==> src/rtl/fetch_unit.sv <==
// fetch_unit: instruction fetch stage feeding decode.
// Owns the program counter, issues one word read at a time to instruction
// memory, buffers returned words (tagged with their PC) in a small prefetch
// queue and hands them to decode over a valid/ready handshake. A taken branch
// flushes the queue and discards any in-flight memory response.
//
// Ports:
//   clk, rst          clock; synchronous active-low reset
//   imem_req/addr     read request (accepted in the cycle it is high) and address
//   imem_rvalid/rdata read response, at most one per request
//   branch_taken/target  redirect pulse and new fetch address
//   instr_valid/ready    handshake for the queue head towards decode
//   instr, instr_pc      head instruction and its PC (0 when empty)
//   queue_count          queue occupancy (debug)
module fetch_unit #(
    parameter int unsigned INSTR_ADDRW = 16,
    parameter int unsigned INSTR_SIZE  = 32,
    parameter int unsigned DEPTH       = 4,
    parameter int unsigned RESET_PC    = 0
) (
    input  logic                   clk,
    input  logic                   rst,
    output logic                   imem_req,
    output logic [INSTR_ADDRW-1:0] imem_addr,
    input  logic                   imem_rvalid,
    input  logic [INSTR_SIZE-1:0]  imem_rdata,
    input  logic                   branch_taken,
    input  logic [INSTR_ADDRW-1:0] branch_target,
    output logic                   instr_valid,
    input  logic                   instr_ready,
    output logic [INSTR_SIZE-1:0]  instr,
    output logic [INSTR_ADDRW-1:0] instr_pc,
    output logic [$clog2(DEPTH):0] queue_count
);

    localparam int unsigned PTRW = $clog2(DEPTH);
    localparam int unsigned CNTW = PTRW + 1;
    localparam int unsigned SUMW = CNTW + 1;

    // RUN: nothing outstanding; WAIT: response will be kept; DROP: response will be discarded
    typedef enum logic [1:0] {
        RUN  = 2'd0,
        WAIT = 2'd1,
        DROP = 2'd2
    } state_t;

    state_t                 state;
    state_t                 state_nxt;
    logic [INSTR_ADDRW-1:0] fetch_pc;
    logic [INSTR_ADDRW-1:0] req_pc;
    logic [INSTR_SIZE-1:0]  q_data [DEPTH];
    logic [INSTR_ADDRW-1:0] q_pc   [DEPTH];
    logic [PTRW-1:0]        wr_ptr;
    logic [PTRW-1:0]        rd_ptr;
    logic [CNTW-1:0]        count;
    logic                   room;
    logic                   issue;
    logic                   push;
    logic                   pop;

    // An outstanding kept request reserves a slot; no credit for a same-cycle pop.
    assign room = (SUMW'(count) + SUMW'(state == WAIT)) < SUMW'(DEPTH);

    // Next state, request issue, queue push/pop.
    always_comb begin
        state_nxt = state;
        issue     = 1'b0;
        push      = 1'b0;
        pop       = 1'b0;
        if (!rst) begin
            state_nxt = RUN;
        end else if (branch_taken) begin
            // A request still in flight must be drained before fetching the target.
            state_nxt = ((state != RUN) && !imem_rvalid) ? DROP : RUN;
        end else begin
            pop = instr_valid && instr_ready;
            case (state)
                RUN: begin
                    issue = room;
                    if (room) begin
                        state_nxt = WAIT;
                    end
                end
                WAIT: begin
                    if (imem_rvalid) begin
                        push      = 1'b1;
                        issue     = room;
                        state_nxt = room ? WAIT : RUN;
                    end
                end
                DROP: begin
                    if (imem_rvalid) begin
                        state_nxt = RUN;
                    end
                end
                default: state_nxt = RUN;
            endcase
        end
    end

    // Control state, PC and queue bookkeeping.
    always_ff @(posedge clk) begin
        if (!rst) begin
            state    <= RUN;
            fetch_pc <= INSTR_ADDRW'(RESET_PC);
            req_pc   <= '0;
            wr_ptr   <= '0;
            rd_ptr   <= '0;
            count    <= '0;
        end else begin
            state <= state_nxt;
            if (branch_taken) begin
                fetch_pc <= branch_target;
                wr_ptr   <= '0;
                rd_ptr   <= '0;
                count    <= '0;
            end else begin
                if (issue) begin
                    req_pc   <= fetch_pc;
                    fetch_pc <= fetch_pc + INSTR_ADDRW'(1);
                end
                if (push) begin
                    wr_ptr <= wr_ptr + PTRW'(1);
                end
                if (pop) begin
                    rd_ptr <= rd_ptr + PTRW'(1);
                end
                if (push && !pop) begin
                    count <= count + CNTW'(1);
                end else if (pop && !push) begin
                    count <= count - CNTW'(1);
                end
            end
        end
    end

    // Queue storage; contents need no reset since the head is masked when empty.
    always_ff @(posedge clk) begin
        if (push) begin
            q_data[wr_ptr] <= imem_rdata;
            q_pc[wr_ptr]   <= req_pc;
        end
    end

    assign imem_req    = issue;
    assign imem_addr   = fetch_pc;
    assign instr_valid = (count != '0);
    assign instr       = instr_valid ? q_data[rd_ptr] : '0;
    assign instr_pc    = instr_valid ? q_pc[rd_ptr] : '0;
    assign queue_count = count;

endmodule

==> config.mk <==
export PLATFORM = sky130hd
export DESIGN_NAME = fetch_unit
export DESIGN_NICKNAME = d
export VERILOG_FILES = /design/src/rtl/fetch_unit.sv
export SDC_FILE = /design/constraint.sdc
export NUM_CORES = 1
export LEC_CHECK = 0
export ABC_AREA = 1
export CORE_ASPECT_RATIO = 1.2
export CORE_MARGIN = 2
export CORE_UTILIZATION = 50
export CTS_CLUSTER_DIAMETER = 80
export DETAILED_ROUTE_END_ITERATION = 7
export PLACE_DENSITY = 0.77
export SYNTH_ARGS = -nofsm -noshare
export SYNTH_HDL_FRONTEND = slang
export SYNTH_SLANG_ARGS = --single-unit
export TNS_END_PERCENT = 20
==> constraint.sdc <==
create_clock -name clk -period 3.9 [get_ports clk]
set_input_delay 0.78 -clock clk [delete_from_list [all_inputs] [get_ports clk]]
set_output_delay 0.78 -clock clk [all_outputs]
set_load 0.01 [all_outputs]
; Word-level counts from Yosys, hierarchy flattened
; Memories as Yosys holds them, arrays and structs flattened. A register that Yosys moved wholly into a read port is not among the register bits.
; Cells that the tools add are included.
[totals]
input_bits = 53
latch_bits = 0
mem_count = 2
word_cells = 66
register_bits = 41
out_inout_bits = 69
rom_bits = 0
ramBits = 192
[mem_list]
columns = name, words, width, rd, rd_ports_with_merged_regs, wr, line_no
row1 = q_data, 4, 32, 1, 1, 1, 51  ; logic [INSTR_SIZE-1:0] q_data [DEPTH];
row2 = q_pc, 4, 16, 1, 1, 1, 52  ; logic [INSTR_ADDRW-1:0] q_pc [DEPTH];
[classes]
n_mul = 0
addsub = 6
n_lt_le_gt_ge = 1
eq_ne = 5
div_mod_pow = 0
n_reduce_logical = 15
mux = 29
n_shift = 0
bitwise = 2
[op_table]
columns = op, n
row1 = $mux 16, 3
row2 = $mux 32, 1
row3 = $mux 2, 9
row4 = $add 16x1->16 const B, 1
row5 = $mux 1, 12
row6 = $ne 3x3->1 const B, 3
row7 = $mux 3, 2
row8 = $pmux 2 s3, 1
row9 = $reduce_bool 2->1, 3
row10 = $add 2x1->2 const B, 2
row11 = $add 3x1->4, 1
row12 = $logic_and 1x1->1, 4
row13 = $lt 4x3->1 const B, 1
row14 = $add 3x1->3 const B, 1
row15 = $logic_not 1->1, 3
row16 = $reduce_and 3->1, 1
row17 = $reduce_bool 3->1, 1
row18 = $sub 3x1->3 const B, 1
row19 = $eq 2x1->1 const B, 1
row20 = $eq 2x2->1 const B, 1
row21 = $logic_not 2->1, 1
row22 = $not 1->1, 2
row23 = $pmux 1 s2, 1
row24 = $reduce_and 2->1, 1
row25 = $reduce_or 2->1, 1

; Longest topological paths before layout
; Gate-level depths: netlist of the first run.
[depth]
ltp_word = 9
ltp_mapped = 14
mapped_depth_nobuf = 13

; Least setup slack after synthesis of the first run
; Ideal clock, no wire load.
[synth_path]
path_type = in2reg
start = input rst
end = memory q_data[0][0] (enable)
path_slack_ns = 0.196
arrival_time_ns = 3.250
n_path_buf = 1
setup_ns = 0.453
required_time_ns = 3.447
cell_stages = 5
cell_sequence = buf_2 -> nand2_4 -> nor2_1 -> inv_1 -> nor2_1
[synth_between]
elab_chain_cells = 3
[synth_rtl]
columns = element, line_no
row1 = start: declaration, 22  ; input logic rst,
row2 = $mux 1, 70  ; if (!rst) begin
row3 = net push, 58  ; logic push;
row4 = $mux 1, 139  ; if (push) begin
row5 = $mux 1 (not written as such), 140  ; q_data[wr_ptr] <= imem_rdata;
row6 = end: declaration, 51
; The timed path passes the listed nets, and every way through them passes these cells.

==> impl_metrics.env, run 1 <==
export IMPL_cts_reportedPaths_clkPinSlew_ns=0.06
export IMPL_synth_edf_count=192
export IMPL_r2r_setup_slack_ns=1.39
export IMPL_wirelength_mm=20.5
export IMPL_status="finished, final reports clean"
export IMPL_required_ns=3.12
export IMPL_min_path_type="flop to flop"
export IMPL_setup_viol=0
export IMPL_holdWs_ns=0.479
export IMPL_routed_via_density=5.22
export IMPL_rows=55
export IMPL_drcViolationCount=0
export IMPL_ys_seq_area_share_pct=69.4
export IMPL_r2r_cells=11
export IMPL_drive_above_1_share_pct=6.91
export IMPL_yosysUniqueCellTypes=33
export IMPL_cap_violations=0
export IMPL_io_buffers=121
export IMPL_vias=6630
export IMPL_endpoint="instr_pc[5]"
export IMPL_critPathMaxFanout=31
export IMPL_synth_compound_area_share_pct=10.8
export IMPL_n_antenna_cell=0
export IMPL_async_flop_share_pct=0
export IMPL_final_util_pct=63.0
export IMPL_start_util_pct=50.8
export IMPL_vdd_drop_max_uv=415
export IMPL_fin_setup_tns_ns=0
export IMPL_r2r_end="queue_count[2]"
export IMPL_die_area_sq_mm=0.0202
export IMPL_die_h_um=155
export IMPL_grt_pass1_vias=6518
export IMPL_place_hpwl_mm=11.6
export IMPL_gp_congestion=0.824
export IMPL_cts_sinks=235
export IMPL_yosys_area_share_simple_pct=14.2
export IMPL_worstMarginPinSlew_ns=0.670
export IMPL_ant_nets=0
export IMPL_grt_ovfl_total=0
export IMPL_root_buffer="clkbuf_16"
export IMPL_core_area_sq_mm=0.0188
export IMPL_post_cts_buffers=0
export IMPL_mostFrequentLayoutCell="nor2_1"
export IMPL_drt_iter0_drc=436
export IMPL_ys_flop_type="edfxtp_1"
export IMPL_slew_viol_final=0
export IMPL_p_leak_nw=4.05
export IMPL_setup_ws_ns=0.485
export IMPL_synth_area_mux_share_pct=0
export IMPL_synth_area_sq_mm=0.00955
export IMPL_period_minus_slack_ns=3.41
export IMPL_grt_pass1_wl_mm=31.6
export IMPL_end_kind="output pin"
export IMPL_grt_max_degree=77
export IMPL_final_cell_mix="nor2_1, edfxtp_1, o21ai_0"
export IMPL_slew_headroom_pct=55.3
export IMPL_synth_seq_cells=235
export IMPL_fmax_mhz=293
export IMPL_cts_resized=0
export IMPL_drtPass1Iterations=7
export IMPL_critPathArrivalTime_ns=2.63
export IMPL_hold_viol=0
export IMPL_r2r_start="queue_count[0]"
export IMPL_cts_buffer_depth=3
export IMPL_clock_latency_ns=0.51
export IMPL_io_pins=122
export IMPL_synth_fp_nets=942
export IMPL_netlist_instances=882
export IMPL_die_w_um=130
export IMPL_post_drt_wl_per_cell_um=16.1
export IMPL_preCtsSetupSlack_ns=0.794
export IMPL_cts_tree="yes"
export IMPL_areaGrowthSynthToFinish_pct=23.9
export IMPL_antenna_found_initial=0
export IMPL_synth_xor_area_share_pct=0.733
export IMPL_grtUsageTotal_pct=19.9
export IMPL_cts_buffers=23
export IMPL_holdBufCountCts=0
export IMPL_fin_nets=1056
export IMPL_avgSynthCellArea_sq_um=10.8
export IMPL_fin_skew_ns=0.0126
export IMPL_path_class="flop to output pin"
export IMPL_power_density_mw_per_mm2=435
export IMPL_yosysWarnings=0
export IMPL_synth_top_family_by_area="simple AND/OR/NAND/NOR gates"
export IMPL_cts_max_level=1
export IMPL_rsz0062_at_grt="no"
export IMPL_fin_crit_sh_pct=87.6
export IMPL_cp_start_kind="flop"
export IMPL_synth_adder_area_share_pct=0.995
[state kept, by name, summed over array words and instances (netlist names), named ones only]
| signal | flops |
|---|---|
| imem_addr | 16 |
| state | 2 |
| queue_count | 3 |
| q_data | 128 |
| q_pc | 64 |
| req_pc | 16 |
| wr_ptr | 2 |
| rd_ptr | 2 |
[cells by family after synthesis]
| group | Yosys count |
|---|---|
| AND/OR/NAND/NOR | 346 |
| flip-flops | 235 |
| AO/OA/AOI/OAI | 201 |
| buffers and inverters | 85 |
| XOR/XNOR | 8 |
| adder cells (fa/ha/maj) | 7 |
[synth_stat cells, types with 5 or more instances]
cell      number  area (sq um)
nor2_1       247           927
edfxtp_1     192          5770
o21ai_0      122           611
a21oi_1       70           350
nand2_1       70           263
dfxtp_1       43           861
inv_1         33           124
clkbuf_1      26          97.6
nand3_1       16          80.1
buf_2         14          70.1
ha_1           6          75.1
xor2_1         5          43.8
[final cells by class]
class | count | area, sq um
well taps | 256 | 320
flip-flops and latches | 235 | 6630
inverters | 38 | 146
fillers | 1454 | 6950
multi-input cells | 562 | 2590
repair buffers | 136 | 1400
clock buffers | 33 | 696
clock inverters | 9 | 50.0
[routing by layer]
metal / wire length, um / vias up / share of wire [%] / global-route usage [%]
met4: 378 / 0 / 1.8 / 6.30
met1: 8270 / 3136 / 40 / 24.0
li1: - / 3256 / - / -
met2: 10600 / 207 / 52 / 36.5
met5: 0 / - / 0 / 0
met3: 1260 / 31 / 6.2 / 2.96
[worst min path at each step]
stage            to  depth (start not counted)  slack (ns)      start
4_1_cts        flop                          2        0.47  rd_ptr[1]
5_1_grt        flop                          2        0.50  rd_ptr[1]
6_report       flop                          2        0.48  rd_ptr[1]
3_5_place_dp   flop                          2        0.46  rd_ptr[1]
3_3_place_gp   flop                          2        0.46  rd_ptr[1]
2_1_floorplan  flop                          2        0.44  rd_ptr[1]
[metrics by stage]
stage	power, mW	instances	cell area [sq um]
3_3_place_gp	3.07	1227	11100
4_1_cts	5.19	1269	11800
5_1_grt	5.32	1269	11800
2_1_floorplan	2.93	882	9550
6_report	5.15	1269	11800
3_5_place_dp	3.07	1227	11100
[critical path: stages (launching register included)]
cell	delay (ns)
dfxtp_4	0.43
inv_2	0.40
buf_4	0.33
o21ai_0	0.14
a21oi_1	0.25
clkdlybuf4s50_1	0.58
[report_power, final]
part | switching (mW) | total (mW) | internal [mW]
Combinational | 0.123 | 0.241 | 0.118
Clock | 0.885 | 2.13 | 1.24
Sequential | 0.0349 | 2.78 | 2.74
No activity file was read; power rests on OpenSTA's default activity.
==> run 2, diff against run 1 <==
--- a/config.mk
+++ b/config.mk
@@ -10,6 +10,7 @@
 export CORE_MARGIN = 2
 export CORE_UTILIZATION = 50
 export CTS_CLUSTER_DIAMETER = 80
+export CTS_CLUSTER_SIZE = 24
 export DETAILED_ROUTE_END_ITERATION = 7
 export PLACE_DENSITY = 0.77
 export SYNTH_ARGS = -nofsm -noshare
==> run 2 against run 1 <==
Critical endpoint unchanged; hold slack better by 0.0091 ns; global-route usage fell by 0.20 points; design area down 3.0%; non-clock buffer count unchanged; die area stayed put; wire length shrank 1.3%; first-iteration DRC count is 7.6% lower; maximum frequency rose by 1.2%; critical path depth unchanged; utilization shrank 1.9 points.
==> impl_metrics.env, run 2 (synthesized netlist as in run 1, its figures left out) <==
export IMPL_fin_nets=1046
export IMPL_vias=6570
export IMPL_die_w_um=130
export IMPL_die_area_sq_mm=0.0202
export IMPL_r2r_start="queue_count[0]"
export IMPL_grt_ovfl_total=0
export IMPL_total_power_mw=4.45
export IMPL_antenna_found_initial=0
export IMPL_grt_pass1_vias=6425
export IMPL_largest_reg_flops=128
export IMPL_crit_family="buffers and inverters"
export IMPL_cts_buffers=13
export IMPL_ant_nets=0
export IMPL_fin_skew_ns=0.0123
export IMPL_worst_path_buf_inv=3
export IMPL_gp_congestion=0.824
export IMPL_worstMarginPinSlew_ns=0.665
export IMPL_met1_usage_pct=23.6
export IMPL_busiest_layer="met2"
export IMPL_slew_headroom_pct=55.6
export IMPL_cts_tree="yes"
export IMPL_drcViolationCount=0
export IMPL_io_buffers=121
export IMPL_post_drt_wl_per_cell_um=16.2
export IMPL_place_hpwl_mm=11.6
export IMPL_slowest_stage="clkdlybuf4s50_1"
export IMPL_status="finished, final reports clean"
export IMPL_cap_violations=0
export IMPL_slew_viol_final=0
export IMPL_cpPeakStageDelay_ns=0.58
export IMPL_die_h_um=155
export IMPL_areaGrowthSynthToFinish_pct=20.2
export IMPL_rows=55
export IMPL_drtPass1Iterations=5
export IMPL_p_leak_nw=3.88
export IMPL_placed_cells=1227
export IMPL_mostFrequentLayoutCell="nor2_1"
export IMPL_preCtsSetupSlack_ns=0.794
export IMPL_largest_register="q_data"
export IMPL_grtUsageTotal_pct=19.7
export IMPL_period_minus_slack_ns=3.38
export IMPL_power_density_mw_per_mm2=388
export IMPL_io_pins=122
export IMPL_met3_usage_pct=2.96
export IMPL_end_kind="output pin"
export IMPL_core_area_sq_mm=0.0188
export IMPL_setup_ws_ns=0.525
export IMPL_holdBufCountCts=0
export IMPL_required_ns=3.12
export IMPL_cts_buffer_depth=3
export IMPL_routed_via_density=5.26
export IMPL_cp_start_kind="flop"
export IMPL_critPathArrivalTime_ns=2.60
export IMPL_fin_setup_tns_ns=0
export IMPL_grt_max_degree=77
export IMPL_cts_reportedPaths_clkPinSlew_ns=0.09
export IMPL_setup_viol=0
export IMPL_r2r_end="queue_count[2]"
export IMPL_rsz0062_at_grt="no"
export IMPL_hold_viol=0
export IMPL_drive_above_1_share_pct=5.14
export IMPL_fin_crit_sh_pct=86.5
export IMPL_met2_usage_pct=36.9
export IMPL_path_class="flop to output pin"
export IMPL_cts_resized=0
export IMPL_clock_latency_ns=0.46
export IMPL_post_cts_buffers=0
export IMPL_r2r_cells=11
export IMPL_cts_max_level=1
export IMPL_endpoint="instr_pc[5]"
export IMPL_crit_chain="inv_2, buf_4, o21ai_0, a21oi_1, clkdlybuf4s50_1"
export IMPL_vdd_drop_max_uv=223
export IMPL_fillCellCount=1491
export IMPL_n_antenna_cell=0
export IMPL_wirelength_mm=20.2
export IMPL_top_regs="q_data (128), q_pc (64)"
export IMPL_root_buffer="clkbuf_16"
export IMPL_drt_iter0_drc=403
export IMPL_min_path_type="flop to flop"
export IMPL_fmax_mhz=296
export IMPL_start_util_pct=50.8
export IMPL_cts_sinks=235
export IMPL_critPathMaxFanout=31
export IMPL_cp_depth=5
export IMPL_grt_pass1_wl_mm=31.2
export IMPL_final_cell_mix="nor2_1, edfxtp_1, o21ai_0"
export IMPL_fin_cells=1248
export IMPL_r2r_setup_slack_ns=1.37
==> run 2: layout make-up <==
class                   instances  area (sq um)  area share, %
inverters                      38           146           1.28
well taps                     256           320           2.79
clock buffers                  20           373           3.25
flip-flops and latches        235          6630           57.8
clock inverters                 1          17.5          0.153
multi-input cells             562          2590           22.6
repair buffers                136          1400           12.2
==> run 2: how the worst min path moves through the flow <==
| stage | startpoint | depth (start not counted) | endpoint |
|---|---|---|---|
| final | rd_ptr[1] | 2 | flop |
| after global routing | rd_ptr[1] | 2 | flop |
| after CTS | rd_ptr[1] | 2 | flop |
| after detailed placement | rd_ptr[1] | 2 | flop |
| after global placement | rd_ptr[1] | 2 | flop |
| after floorplan | rd_ptr[1] | 2 | flop |
==> run 2: stage by stage <==
stage / util (%) / cell area, sq um / hold WS, ns
floorplan: - / 9550 / 0.436
global placement: 59.0 / 11100 / 0.456
detailed placement: 59.0 / 11100 / 0.464
CTS: 61.1 / 11500 / 0.479
global route: 61.1 / 11500 / 0.509
finish: 61.1 / 11500 / 0.488
==> run 2: worst min-delay path, cell delays in order (launching register included) <==
cell and delay, ns:
dfxtp_1 0.31, inv_1 0.07, a21oi_1 0.08
==> run 2: power by group <==
part	switching, mW	internal, mW
clock network	0.731	0.700
registers	0.0351	2.74
logic	0.123	0.118
total	0.890	3.56
==> run 2: routing by layer <==
layer  share of wire (%)  up-vias
met5                   0        -
met4                 1.4        0
met3                 6.3       19
met2                  52      220
met1                  40     3109
li1                    -     3222
==> run 3, diff against run 2 <==
--- a/config.mk
+++ b/config.mk
@@ -5,14 +5,14 @@
 export SDC_FILE = /design/constraint.sdc
 export NUM_CORES = 1
 export LEC_CHECK = 0
-export ABC_AREA = 1
+export CAP_MARGIN = 5
 export CORE_ASPECT_RATIO = 1.2
 export CORE_MARGIN = 2
-export CORE_UTILIZATION = 50
+export CORE_UTILIZATION = 49
 export CTS_CLUSTER_DIAMETER = 80
 export CTS_CLUSTER_SIZE = 24
 export DETAILED_ROUTE_END_ITERATION = 7
-export PLACE_DENSITY = 0.77
+export PLACE_DENSITY = 0.76
 export SYNTH_ARGS = -nofsm -noshare
 export SYNTH_HDL_FRONTEND = slang
 export SYNTH_SLANG_ARGS = --single-unit
==> run 3 against run 2 <==
Clock skew is 0.0035 ns lower; area after synthesis is 3.2% lower; combinational power is 17% lower; count of clock-buffer cells in the layout stayed put; critical path type unchanged; critical endpoint is now instr[16].
==> impl_metrics.env, run 3 <==
export IMPL_crit_chain="buf_4, mux4_2, and2_1, clkdlybuf4s50_1"
export IMPL_hold_viol=0
export IMPL_fin_nets=727
export IMPL_fin_skew_ns=0.00880
export IMPL_cts_buffers=13
export IMPL_synth_seq_cells=235
export IMPL_cts_tree="yes"
export IMPL_power_density_mw_per_mm2=383
export IMPL_setup_viol=0
export IMPL_worstMarginPinSlew_ns=0.910
export IMPL_drtPass1Iterations=4
export IMPL_min_from="state[1]"
export IMPL_place_hpwl_mm=11.2
export IMPL_ys_flop_type="edfxtp_1"
export IMPL_grt_ovfl_total=0
export IMPL_fin_crit_sh_pct=87.8
export IMPL_synth_common_cells="edfxtp_1, and2_1, nand2_1"
export IMPL_placed_cells=908
export IMPL_fin_cells=929
export IMPL_cpPeakStageDelay_ns=0.63
export IMPL_cts_reportedPaths_clkPinSlew_ns=0.09
export IMPL_rsz0062_at_grt="no"
export IMPL_critPathMaxFanout=20
export IMPL_cts_max_level=1
export IMPL_critPathArrivalTime_ns=2.64
export IMPL_drt_iter0_drc=308
export IMPL_yosysMostFrequentCell="edfxtp_1"
export IMPL_placed_area_sq_mm=0.0109
export IMPL_die_w_um=129
export IMPL_final_cell_mix="edfxtp_1, clkdlybuf4s50_1, nand2_1"
export IMPL_io_pins=122
export IMPL_top_regs="q_data (128), q_pc (64)"
export IMPL_required_ns=3.12
export IMPL_vias=5033
export IMPL_areaGrowthSynthToFinish_pct=21.2
export IMPL_root_buffer="clkbuf_16"
export IMPL_slew_headroom_pct=39.3
export IMPL_cts_sinks=235
export IMPL_r2r_start="queue_count[0]"
export IMPL_clock_latency_ns=0.47
export IMPL_synth_area_top_cells="edfxtp_1, mux4_2, dfxtp_1, and2_1, nand2_1"
export IMPL_core_area_sq_mm=0.0186
export IMPL_slowest_stage="dfxtp_4"
export IMPL_fmax_mhz=292
export IMPL_cts_resized=0
export IMPL_async_flop_share_pct=0
export IMPL_fin_area_sq_mm=0.0112
export IMPL_cts_buffer_depth=3
export IMPL_yosys_area_top_type_share_pct=62.3
export IMPL_synth_fp_nets=605
export IMPL_end_kind="output pin"
export IMPL_routed_via_density=5.42
export IMPL_synth_area_sq_mm=0.00925
export IMPL_vdd_drop_max_uv=258
export IMPL_n_antenna_cell=0
export IMPL_start_util_pct=49.6
export IMPL_holdWs_ns=0.484
export IMPL_netlist_instances=545
export IMPL_grt_pass1_wl_mm=28.0
export IMPL_total_power_mw=4.30
export IMPL_die_area_sq_mm=0.0200
export IMPL_synth_edf_count=192
export IMPL_mostFrequentLayoutCell="edfxtp_1"
export IMPL_yosysWarnings=0
export IMPL_largest_register="q_data"
export IMPL_die_h_um=154
export IMPL_grt_max_degree=51
export IMPL_status="finished, final reports clean"
export IMPL_avgSynthCellArea_sq_um=17.0
export IMPL_synth_top_cell_by_area="edfxtp_1"
export IMPL_antenna_found_initial=0
export IMPL_final_util_pct=60.1
export IMPL_drive_above_1_share_pct=13.4
export IMPL_setup_ws_ns=0.475
export IMPL_post_drt_wl_per_cell_um=18.8
export IMPL_yosysUniqueCellTypes=45
export IMPL_gp_congestion=0.849
export IMPL_p_leak_nw=3.57
export IMPL_rows=55
export IMPL_min_path_type="flop to flop"
export IMPL_ys_seq_area_share_pct=71.7
export IMPL_io_buffers=121
export IMPL_post_cts_buffers=0
export IMPL_drcViolationCount=0
export IMPL_ant_nets=0
export IMPL_preCtsSetupSlack_ns=0.441
export IMPL_grtUsageTotal_pct=17.9
export IMPL_wirelength_mm=17.4
export IMPL_cp_start_kind="flop"
export IMPL_cap_violations=0
export IMPL_slew_viol_final=0
export IMPL_largest_reg_flops=128
export IMPL_holdBufCountCts=0
export IMPL_grt_pass1_vias=5282
export IMPL_path_class="flop to output pin"
export IMPL_fin_setup_tns_ns=0
export IMPL_period_minus_slack_ns=3.42
==> run 3: critical path: cells and delay by family (launching register included) <==
family	cells	cell delay, ns
multiplexers	1	0.55
flip-flops	1	0.63
buffers and inverters	2	0.82
AND/OR/NAND/NOR	1	0.18
==> run 3: final cells by class <==
type	instances	area, sq um
Clock buffer	20	352
Clock inverter	1	7.51
Fill cell	1384	7440
Inverter	13	48.8
Multi-Input combinational cell	268	2450
Sequential cell	235	6630
Tap cell	256	320
Timing Repair Buffer	136	1400
==> run 3: path summary, 6_finish.rpt <==
path              depth (start not counted)  slack (ns)        endpoint
setup reg to reg                          9        1.24  queue_count[2]
hold reg to reg                           1        0.48        state[0]
setup / recovery                          4        0.48       instr[16]
hold / removal                            1        0.48        state[0]
==> run 3: cell families (layout without fill, tap and decap cells) <==
family	Yosys count	after routing	share of synthesized area, %
flops	235	235	71.7
fa+ha+maj	7	7	1.03
xor+xnor	4	4	0.379
buf+inv	42	170	1.88
mux	57	57	12.7
simple gates	141	141	8.04
compound gates	59	59	4.30
==> run 3: per-layer routing <==
metal | up-vias | global-route usage (%) | share of wire [%]
met4 | 0 | 3.43 | 1.4
met1 | 2501 | 24.6 | 43
li1 | 2355 | - | -
met5 | - | 0 | 0
met2 | 159 | 30.5 | 49
met3 | 18 | 2.87 | 6.2
==> run 3: power by group <==
| part | total, mW | internal [mW] | switching (mW) | leakage (nW) |
|---|---|---|---|---|
| clock network | 1.35 | 0.630 | 0.721 | 0.169 |
| logic | 0.201 | 0.110 | 0.0910 | 1.29 |
| registers | 2.75 | 2.72 | 0.0273 | 2.12 |
| total | 4.30 | 3.46 | 0.839 | 3.57 |
